**config.mk**
```make
export PLATFORM = sky130hd
export DESIGN_NAME = sa_result_writer_flat
export DESIGN_NICKNAME = d
export VERILOG_FILES = /design/src/rtl/sa_result_writer_if.sv /design/src/rtl/sa_result_writer.sv /design/src/flat_wrapper.sv
export SDC_FILE = /design/constraint.sdc
export NUM_CORES = 1
export LEC_CHECK = 0
export ABC_CLOCK_PERIOD_IN_PS = 3700
export CAP_MARGIN = 20
export CORE_ASPECT_RATIO = 1.1
export CORE_UTILIZATION = 42
export DETAILED_ROUTE_END_ITERATION = 8
export GPL_ROUTABILITY_DRIVEN = 1
export GPL_TIMING_DRIVEN = 0
export HOLD_SLACK_MARGIN = 0.12
export PLACE_DENSITY = 0.65
export SYNTH_ARGS = -nofsm -noshare
export SYNTH_HDL_FRONTEND = slang
export SYNTH_SLANG_ARGS = --single-unit
```
**constraint.sdc**
```tcl
create_clock -name clk -period 3.7 [get_ports clk]
set_clock_uncertainty 0.1 [all_clocks]
set_input_delay 0.74 -clock clk [delete_from_list [all_inputs] [get_ports clk]]
set_output_delay 0.74 -clock clk [all_outputs]
set_load 0.005 [all_outputs]
```
**src/rtl/sa_result_writer_if.sv**
```systemverilog
// rtl/sa_result_writer_if.sv - output SRAM write-port bundle for the result writer
//
// Purpose: carries one word-wide write request from the result writer to the
//          output memory, with a ready back-pressure from the memory.
// Signals:
//    mem_we     write strobe (writer -> memory)
//    mem_addr   write address, ADDR_W bits (writer -> memory)
//    mem_wdata  write data, DATA_W bits (writer -> memory)
//    mem_ready  memory accepts the write presented this cycle (memory -> writer)
// Modports: master = result writer, slave = memory side.

interface sa_result_writer_if #(
   parameter int DATA_W = 8,
   parameter int ADDR_W = 6
);
   logic              mem_we;
   logic [ADDR_W-1:0] mem_addr;
   logic [DATA_W-1:0] mem_wdata;
   logic              mem_ready;

   modport master (
      output mem_we,
      output mem_addr,
      output mem_wdata,
      input  mem_ready
   );

   modport slave (
      input  mem_we,
      input  mem_addr,
      input  mem_wdata,
      output mem_ready
   );
endinterface

```
**src/rtl/sa_result_writer.sv**
```systemverilog
// rtl/sa_result_writer.sv - stores the 2x2 systolic result tile into output memory
//
// Purpose: on start, captures c11..c22 and a base address, then issues four
//          back-pressured writes laying the tile out as two rows separated by
//          ROW_STRIDE, followed by a one-cycle completion pulse.
// Ports:
//    clk           clock, rising edge
//    rst           synchronous active-low reset
//    start         store request, only honoured in IDLE
//    out_baseaddr  tile base address, captured with start
//    c11,c12       result row 0, captured with start
//    c21,c22       result row 1, captured with start
//    mem           master side of the output SRAM write port
//    busy          high while a tile is being written or completing
//    is_WB_done_o  one-cycle pulse after the fourth write is accepted

module sa_result_writer #(
   parameter int DATA_W     = 8,
   parameter int ADDR_W     = 6,
   parameter int ROW_STRIDE = 4
) (
   input  logic                   clk,
   input  logic                   rst,
   input  logic                   start,
   input  logic [ADDR_W-1:0]      out_baseaddr,
   input  logic [DATA_W-1:0]      c11,
   input  logic [DATA_W-1:0]      c12,
   input  logic [DATA_W-1:0]      c21,
   input  logic [DATA_W-1:0]      c22,
   sa_result_writer_if.master     mem,
   output logic                   busy,
   output logic                   is_WB_done_o
);

   typedef enum logic [1:0] {
      ST_IDLE  = 2'd0,
      ST_WRITE = 2'd1,
      ST_DONE  = 2'd2
   } state_t;

   state_t            state;
   logic [1:0]        idx;
   logic [ADDR_W-1:0] base_q;
   logic [DATA_W-1:0] c11_q, c12_q, c21_q, c22_q;

   // idx bit 1 selects the tile row, bit 0 the column; the sum is kept at
   // ADDR_W bits so tiles near the top of memory wrap to address 0.
   function automatic logic [ADDR_W-1:0] tile_addr(
      input logic [ADDR_W-1:0] b,
      input logic [1:0]        i
   );
      logic [ADDR_W-1:0] off;
      off = (i[1] ? ADDR_W'(ROW_STRIDE) : ADDR_W'(0)) + (i[0] ? ADDR_W'(1) : ADDR_W'(0));
      return b + off;
   endfunction

   function automatic logic [DATA_W-1:0] tile_data(
      input logic [1:0]        i,
      input logic [DATA_W-1:0] d11,
      input logic [DATA_W-1:0] d12,
      input logic [DATA_W-1:0] d21,
      input logic [DATA_W-1:0] d22
   );
      logic [DATA_W-1:0] d;
      case (i)
         2'd0:    d = d11;
         2'd1:    d = d12;
         2'd2:    d = d21;
         default: d = d22;
      endcase
      return d;
   endfunction

   always_ff @(posedge clk) begin
      if (!rst) begin
         state         <= ST_IDLE;
         idx           <= 2'd0;
         base_q        <= '0;
         c11_q         <= '0;
         c12_q         <= '0;
         c21_q         <= '0;
         c22_q         <= '0;
         mem.mem_we    <= 1'b0;
         mem.mem_addr  <= '0;
         mem.mem_wdata <= '0;
         busy          <= 1'b0;
         is_WB_done_o  <= 1'b0;
      end else begin
         case (state)
            ST_IDLE: begin
               is_WB_done_o <= 1'b0;
               if (start) begin
                  base_q        <= out_baseaddr;
                  c11_q         <= c11;
                  c12_q         <= c12;
                  c21_q         <= c21;
                  c22_q         <= c22;
                  idx           <= 2'd0;
                  // First word comes straight from the inputs so it is on the
                  // bus the cycle after start is sampled.
                  mem.mem_we    <= 1'b1;
                  mem.mem_addr  <= out_baseaddr;
                  mem.mem_wdata <= c11;
                  busy          <= 1'b1;
                  state         <= ST_WRITE;
               end
            end

            ST_WRITE: begin
               // Without mem_ready nothing is touched, so the request holds.
               if (mem.mem_ready) begin
                  if (idx == 2'd3) begin
                     mem.mem_we   <= 1'b0;
                     is_WB_done_o <= 1'b1;
                     state        <= ST_DONE;
                  end else begin
                     idx           <= idx + 2'd1;
                     mem.mem_addr  <= tile_addr(base_q, idx + 2'd1);
                     mem.mem_wdata <= tile_data(idx + 2'd1, c11_q, c12_q, c21_q, c22_q);
                  end
               end
            end

            ST_DONE: begin
               // Address and data keep the last written word.
               is_WB_done_o <= 1'b0;
               busy         <= 1'b0;
               state        <= ST_IDLE;
            end

            default: begin
               mem.mem_we   <= 1'b0;
               is_WB_done_o <= 1'b0;
               busy         <= 1'b0;
               state        <= ST_IDLE;
            end
         endcase
      end
   end

endmodule

```
**src/flat_wrapper.sv**
```systemverilog
// flat-port wrapper written by rule: the top's interface ports become plain ports
module sa_result_writer_flat 
#(
   parameter int DATA_W     = 8,
   parameter int ADDR_W     = 6,
   parameter int ROW_STRIDE = 4
)
  (clk, rst, start, out_baseaddr, c11, c12, c21, c22, busy, is_WB_done_o, mem_mem_we, mem_mem_addr, mem_mem_wdata, mem_mem_ready);
  sa_result_writer_if #(.DATA_W(DATA_W), .ADDR_W(ADDR_W)) mem_i ();
  input  logic clk;
  input  logic rst;
  input  logic start;
  input  logic [ADDR_W-1:0] out_baseaddr;
  input  logic [DATA_W-1:0] c11;
  input  logic [DATA_W-1:0] c12;
  input  logic [DATA_W-1:0] c21;
  input  logic [DATA_W-1:0] c22;
  output logic busy;
  output logic is_WB_done_o;
  output wire logic [$bits(mem_i.mem_we)-1:0] mem_mem_we;
  output wire logic [$bits(mem_i.mem_addr)-1:0] mem_mem_addr;
  output wire logic [$bits(mem_i.mem_wdata)-1:0] mem_mem_wdata;
  input wire logic [$bits(mem_i.mem_ready)-1:0] mem_mem_ready;
  assign mem_mem_we = mem_i.mem_we;
  assign mem_mem_addr = mem_i.mem_addr;
  assign mem_mem_wdata = mem_i.mem_wdata;
  assign mem_i.mem_ready = mem_mem_ready;
  sa_result_writer #(.DATA_W(DATA_W), .ADDR_W(ADDR_W), .ROW_STRIDE(ROW_STRIDE)) u_core (.clk(clk), .rst(rst), .start(start), .out_baseaddr(out_baseaddr), .c11(c11), .c12(c12), .c21(c21), .c22(c22), .mem(mem_i), .busy(busy), .is_WB_done_o(is_WB_done_o));
endmodule
```
## Word-level counts from Yosys, hierarchy flattened

Index checks and enable logic that the tools add are counted.

| word-level totals | value |
|---|---|
| output and inout bits | 17 |
| input bits | 42 |
| word-level logic and storage cells | 60 |
| flip-flop bits (word level) | 59 |

| cells by class | value |
|---|---|
| reductions and logical operators | 10 |
| bitwise gates (word level) | 2 |
| equality and inequality tests | 9 |
| add/sub/neg operators | 3 |
| muxes and demuxes | 24 |

Operators with widths:

| cell | count |
|---|---|
| $mux W8 | 3 |
| $pmux W8 S3 | 1 |
| $mux W6 | 3 |
| $pmux W8 S2 | 1 |
| $add A6 B6 Y6 | 2 |
| $mux W2 | 6 |
| $pmux W6 S2 | 1 |
| $pmux W2 S2 | 2 |
| $reduce_and A2 Y1 | 4 |
| $reduce_and A4 Y1 | 2 |
| $eq A2 B2 Y1 const B | 3 |
| $ne A2 B2 Y1 const B | 3 |
| $eq A2 B1 Y1 const B | 2 |
| $logic_not A2 Y1 | 2 |
| $mux W1 | 4 |
| $mux W3 | 1 |
| $pmux W1 S3 | 1 |
| $reduce_and A3 Y1 | 1 |
| $add A2 B1 Y2 const B | 1 |
| $ne A2 B1 Y1 const B | 1 |
| $not A1 Y1 | 2 |
| $pmux W1 S2 | 1 |
| $reduce_bool A2 Y1 | 1 |

## Depth between registers and ports, before layout

| depth | value |
|---|---|
| depth in word-level cells | 7 |
| mapped depth | 7 |

## Worst setup path after synthesis

No wires, ideal clock.

| timing path | value |
|---|---|
| kind | reg2reg |
| start point | register u_core.idx[0] |
| end point | register u_core.mem.mem_addr[5] |
| path slack | 1730 ps |
| library setup time | 74 ps |
| cell stages (with the launch flop) | 8 |
| data arrival time | 1795 ps |
| buffers on the path | 0 |
| clock period less this slack | 1970 ps |
| path through | dfxtp_1 -> inv_1 -> ha_1 -> ha_1 -> a31oi_1 -> o21a_1 -> o2111ai_1 -> a31oi_1 |

| between the ends | value |
|---|---|
| word-level cells in the longest chain between the ends | 7 |
| elaborated cells on any way between the ends | 11 |

Ends and longest elaborated chain:

| what | line | source |
|---|---|---|
| start: declaration | sa_result_writer.sv:42 | `logic [1:0] idx;` |
| start signal: assignment | sa_result_writer.sv:117 | `idx <= idx + 2'd1;` |
| $add A2 B1 Y2 | sa_result_writer.sv:118 | `mem.mem_addr <= tile_addr(base_q, idx + 2'd1);` |
| $mux W1 / $mux W3 (equally long branches) | sa_result_writer.sv:53 | `off = (i[1] ? ADDR_W'(ROW_STRIDE) : ADDR_W'(0)) + (i[0] ? ADDR_W'(1) : ADDR_W'(0));` |
| $add A6 B6 Y6 | sa_result_writer.sv:53 |  |
| $add A6 B6 Y6 | sa_result_writer.sv:54 | `return b + off;` |
| $mux W6 | sa_result_writer.sv:112 | `if (idx == 2'd3) begin` |
| $mux W6 | sa_result_writer.sv:111 | `if (mem.mem_ready) begin` |
| $pmux W6 S2 | sa_result_writer.sv:89 | `case (state)` |
| end signal: assignment | sa_result_writer.sv:102 | `mem.mem_addr <= out_baseaddr;` |
| end signal: assignment | sa_result_writer.sv:118 |  |
| end: declaration | sa_result_writer_if.sv:23 | `output mem_addr,` |

Parallel ways exist; a longest one is shown, timed or not. The select of a mux whose other input is x is not followed.
A chain may end at the register's enable or synchronous reset.

## Final worst setup path

Ends and elaborated chain as after synthesis.

==> flow_summary.yaml <==
power_and_ir_drop:
  swShare_pct: 26.2
  comb_power_share_pct: 16.7
  power_frac_seq_pct: 46.2
  p_per_area_nw_per_um2: 446
  internal_power_w: 0.00113
  clockPowerShare_pct: 37.1
  report.power.total_w: 0.00153
  power.leakage_nw: 1.30
  ir_drop_v: 0.000210
  p_sw_w: 0.000400
sta:
  rsz0062_at_grt: "no"
  fmax_mhz: 444
  relSlewSlack_pct: 60.3
  worstMarginPinSlew_ps: 595
  fin_crit_ps: 2250
  setup_viol: 0
  slew_violations: 0
  whs_ps: 357
  post-route-period-util_pct: 60.9
  hold_violations: 0
  setup_tns_ps: 0
  worst_slack_ps: 1450
cells_and_area:
  final_cell_mix: "102 x nand2_1, 62 x a21oi_1, 59 x dfxtp_1"
  final_common_cell: "nand2_1"
  fin_area_um2: 3430
  syn2layout_area_growth_pct: 33.4
  final_layout_size_suffix_gt1_share_pct: 8.14
  fin_nets: 440
  diodes: 0
place:
  port_buffers: 58
  globalplace.congestion: 0.823
  place_ws_ps: 1110
  hpwl_um: 5010
  dpl-instance-area_um2: 3250
worst_setup_path:
  cp.required_ps: 3860
  r2r_cells: 7
  rrSetupSlack_ps: 1450
  path_delay_family: "compound AO/OA/AOI/OAI gates"
  startpoint_type: "flip-flop"
  cp_data_arrival_time_ps: 2410
  worstSetupPathType: "reg -> reg"
  crit_fanout: 5
  path_buf_inv: 1
  crit_chain: "inv_1 -> ha_1 -> ha_1 -> a31oi_1 -> o21a_1 -> o2111ai_1 -> a31oi_1"
  cp.depth: 7
  worstSetupEndpointType: "flip-flop"
  cp_slowest_stage_delay_ps: 420
  cpMaxStageDelayCell: "dfxtp_1"
route:
  dr.first_iter.drc_count: 149
  vias_per_cell: 5.19
  drc: 0
  antenna_left: 0
  dr_total_vias: 2438
  wirelength_um: 7020
  wl_per_cell_um: 14.9
  dr.pass1.iters: 6
synth:
  syn_inst: 321
  synth-simple-area-share_pct: 18.6
  synth_top_family_by_area: "compound AO/OA/AOI/OAI gates"
  yosysTopAreaCell: "dfxtp_1"
  avgSynthCellArea_um2: 8.00
  synth_mux_area_share_pct: 0.779
  ys_seq_area_share_pct: 46.0
  synth_area_leaders: "dfxtp_1 46%, nand2_1 15%, a21oi_1 12%"
  synth_nets: 371
  synth-compound-area-share_pct: 23.4
  ys.flop_type: "dfxtp_1"
  synth_edf_count: 0
  yosys.cell_types.count: 34
  synthArstFlopShare_pct: 0
  ys_ff_latch: 59
  synth_xor_area_share_pct: 0.682
  yosysWarnings: 0
  synthAdderAreaFrac_pct: 3.90
  syn-cell-area_um2: 2570
  netlist.area_leader.share_pct: 46.0
floorplanning:
  start_util_pct: 44.0
  ioPinCount: 59
  die_area_um2: 6430
  coreArea_um2: 5840
  die_w_um: 76.6
  row_count: 29
  fp.dieH_um: 84.0
clocking:
  cts_hold_buf: 0
  cts.clk_slew.worst_paths_ps: 70
  clkLatencyLatePin_ps: 340
  cts_made_buffers: 9
  clockRootBuffer: "clkbuf_8"
  post_cts.repair.setup_buffers: 0
  ctsHtreeMaxLevel: 3
  cts_tree: "built"
  cts_max_path_buffers: 2
  cts_resized: 0
  cts_sinks: 59
outcome:
  status: "finished, final reports clean"
global_route:
  grt_pass1_vias: 2424
  grt_overflow: 0
  track_usage_pct: 23.8
  grt_max_degree: 11
  antenna_found_initial: 0
  grt_pass1_wl_um: 11800
min_path:
  hold_depth: 2
  hold_path.class: "reg -> reg"
job:
  maxCapViolCount: 0
area by class of cell:
| cell class | instances | area [um^2] |
|---|---|---|
| fillers | 571 | 2410 |
| clock inverters | 3 | 40.0 |
| plain buffers | 23 | 145 |
| inverters | 7 | 26.3 |
| well taps | 77 | 96.3 |
| flip-flops and latches | 59 | 1180 |
| multi-input cells | 232 | 1220 |
| repair buffers | 58 | 581 |
| clock buffers | 11 | 141 |
cell usage after synthesis (2+ instances only):
cell      count
clkbuf_1      9
inv_1         6
o21ai_1       9
nand2_1     102
a21oi_1      62
nand3_1       2
xnor2_1       2
a211oi_1      4
buf_6         6
mux2i_1       2
ha_1          8
nor2_1        5
nor3_1        2
a222oi_1      8
buf_2         5
a31oi_1       2
dfxtp_1      59
buf_4         2
o21ai_0      11
logic make-up after synthesis:
| family | after synthesis |
|---|---|
| XOR/XNOR | 2 |
| AO/OA/AOI/OAI | 103 |
| adder cells (fa/ha/maj) | 8 |
| buffers and inverters | 30 |
| flip-flops | 59 |
| multiplexers | 2 |
| AND/OR/NAND/NOR | 117 |
worst register-to-register path, stage by stage (launching register included):
cell       delay, ps
dfxtp_1          420
inv_1            130
ha_1             370
ha_1             340
a31oi_1          350
o21a_1           180
o2111ai_1        130
a31oi_1          170
through the flow:
stage / utilization [%] / cells
3_5_place_dp: 55.6 / 456
4_1_cts: 58.7 / 470
3_3_place_gp: 55.6 / 456
5_1_grt: 58.7 / 470
2_1_floorplan: - / 321
6_report: 58.7 / 470
sequential cells by signal, indices dropped and copies added, names as in the netlist:
name	count
u_core.base_q	6
u_core.busy	1
u_core.c11_q	8
u_core.c12_q	8
u_core.c21_q	8
u_core.c22_q	8
u_core.idx	2
u_core.is_WB_done_o	1
u_core.mem.mem_addr	6
u_core.mem.mem_wdata	8
u_core.mem.mem_we	1
u_core.state	2
power by group through the flow:
stage               logic (W)  registers, W  clock network [W]
global route         0.000284      0.000711           0.000595
finish               0.000256      0.000707           0.000568
floorplan            0.000134      0.000714                  0
CTS                  0.000256      0.000707           0.000567
detailed placement   0.000255      0.000720                  0
global placement     0.000252      0.000719                  0
metal layers:
metal / routed length (um) / track usage (%)
met1: 3240 / 30.1
met5: 0 / 0
met4: 145 / 10.5
met3: 335 / 3.72
met2: 3300 / 39.8
worst paths after layout:
| check | to | startpoint |
|---|---|---|
| hold reg to reg | u_core.c11_q[7]$_SDFFE_PN0P_ | u_core.c11_q[7]$_SDFFE_PN0P_ |
| setup / recovery | u_core.mem.mem_addr[5]$_SDFFE_PN0P_ | u_core.idx[0]$_SDFFE_PN0P_ |
| hold / removal | u_core.c11_q[7]$_SDFFE_PN0P_ | u_core.c11_q[7]$_SDFFE_PN0P_ |
| setup reg to reg | u_core.mem.mem_addr[5]$_SDFFE_PN0P_ | u_core.idx[0]$_SDFFE_PN0P_ |
No activity file was read; power rests on OpenSTA's default activity.
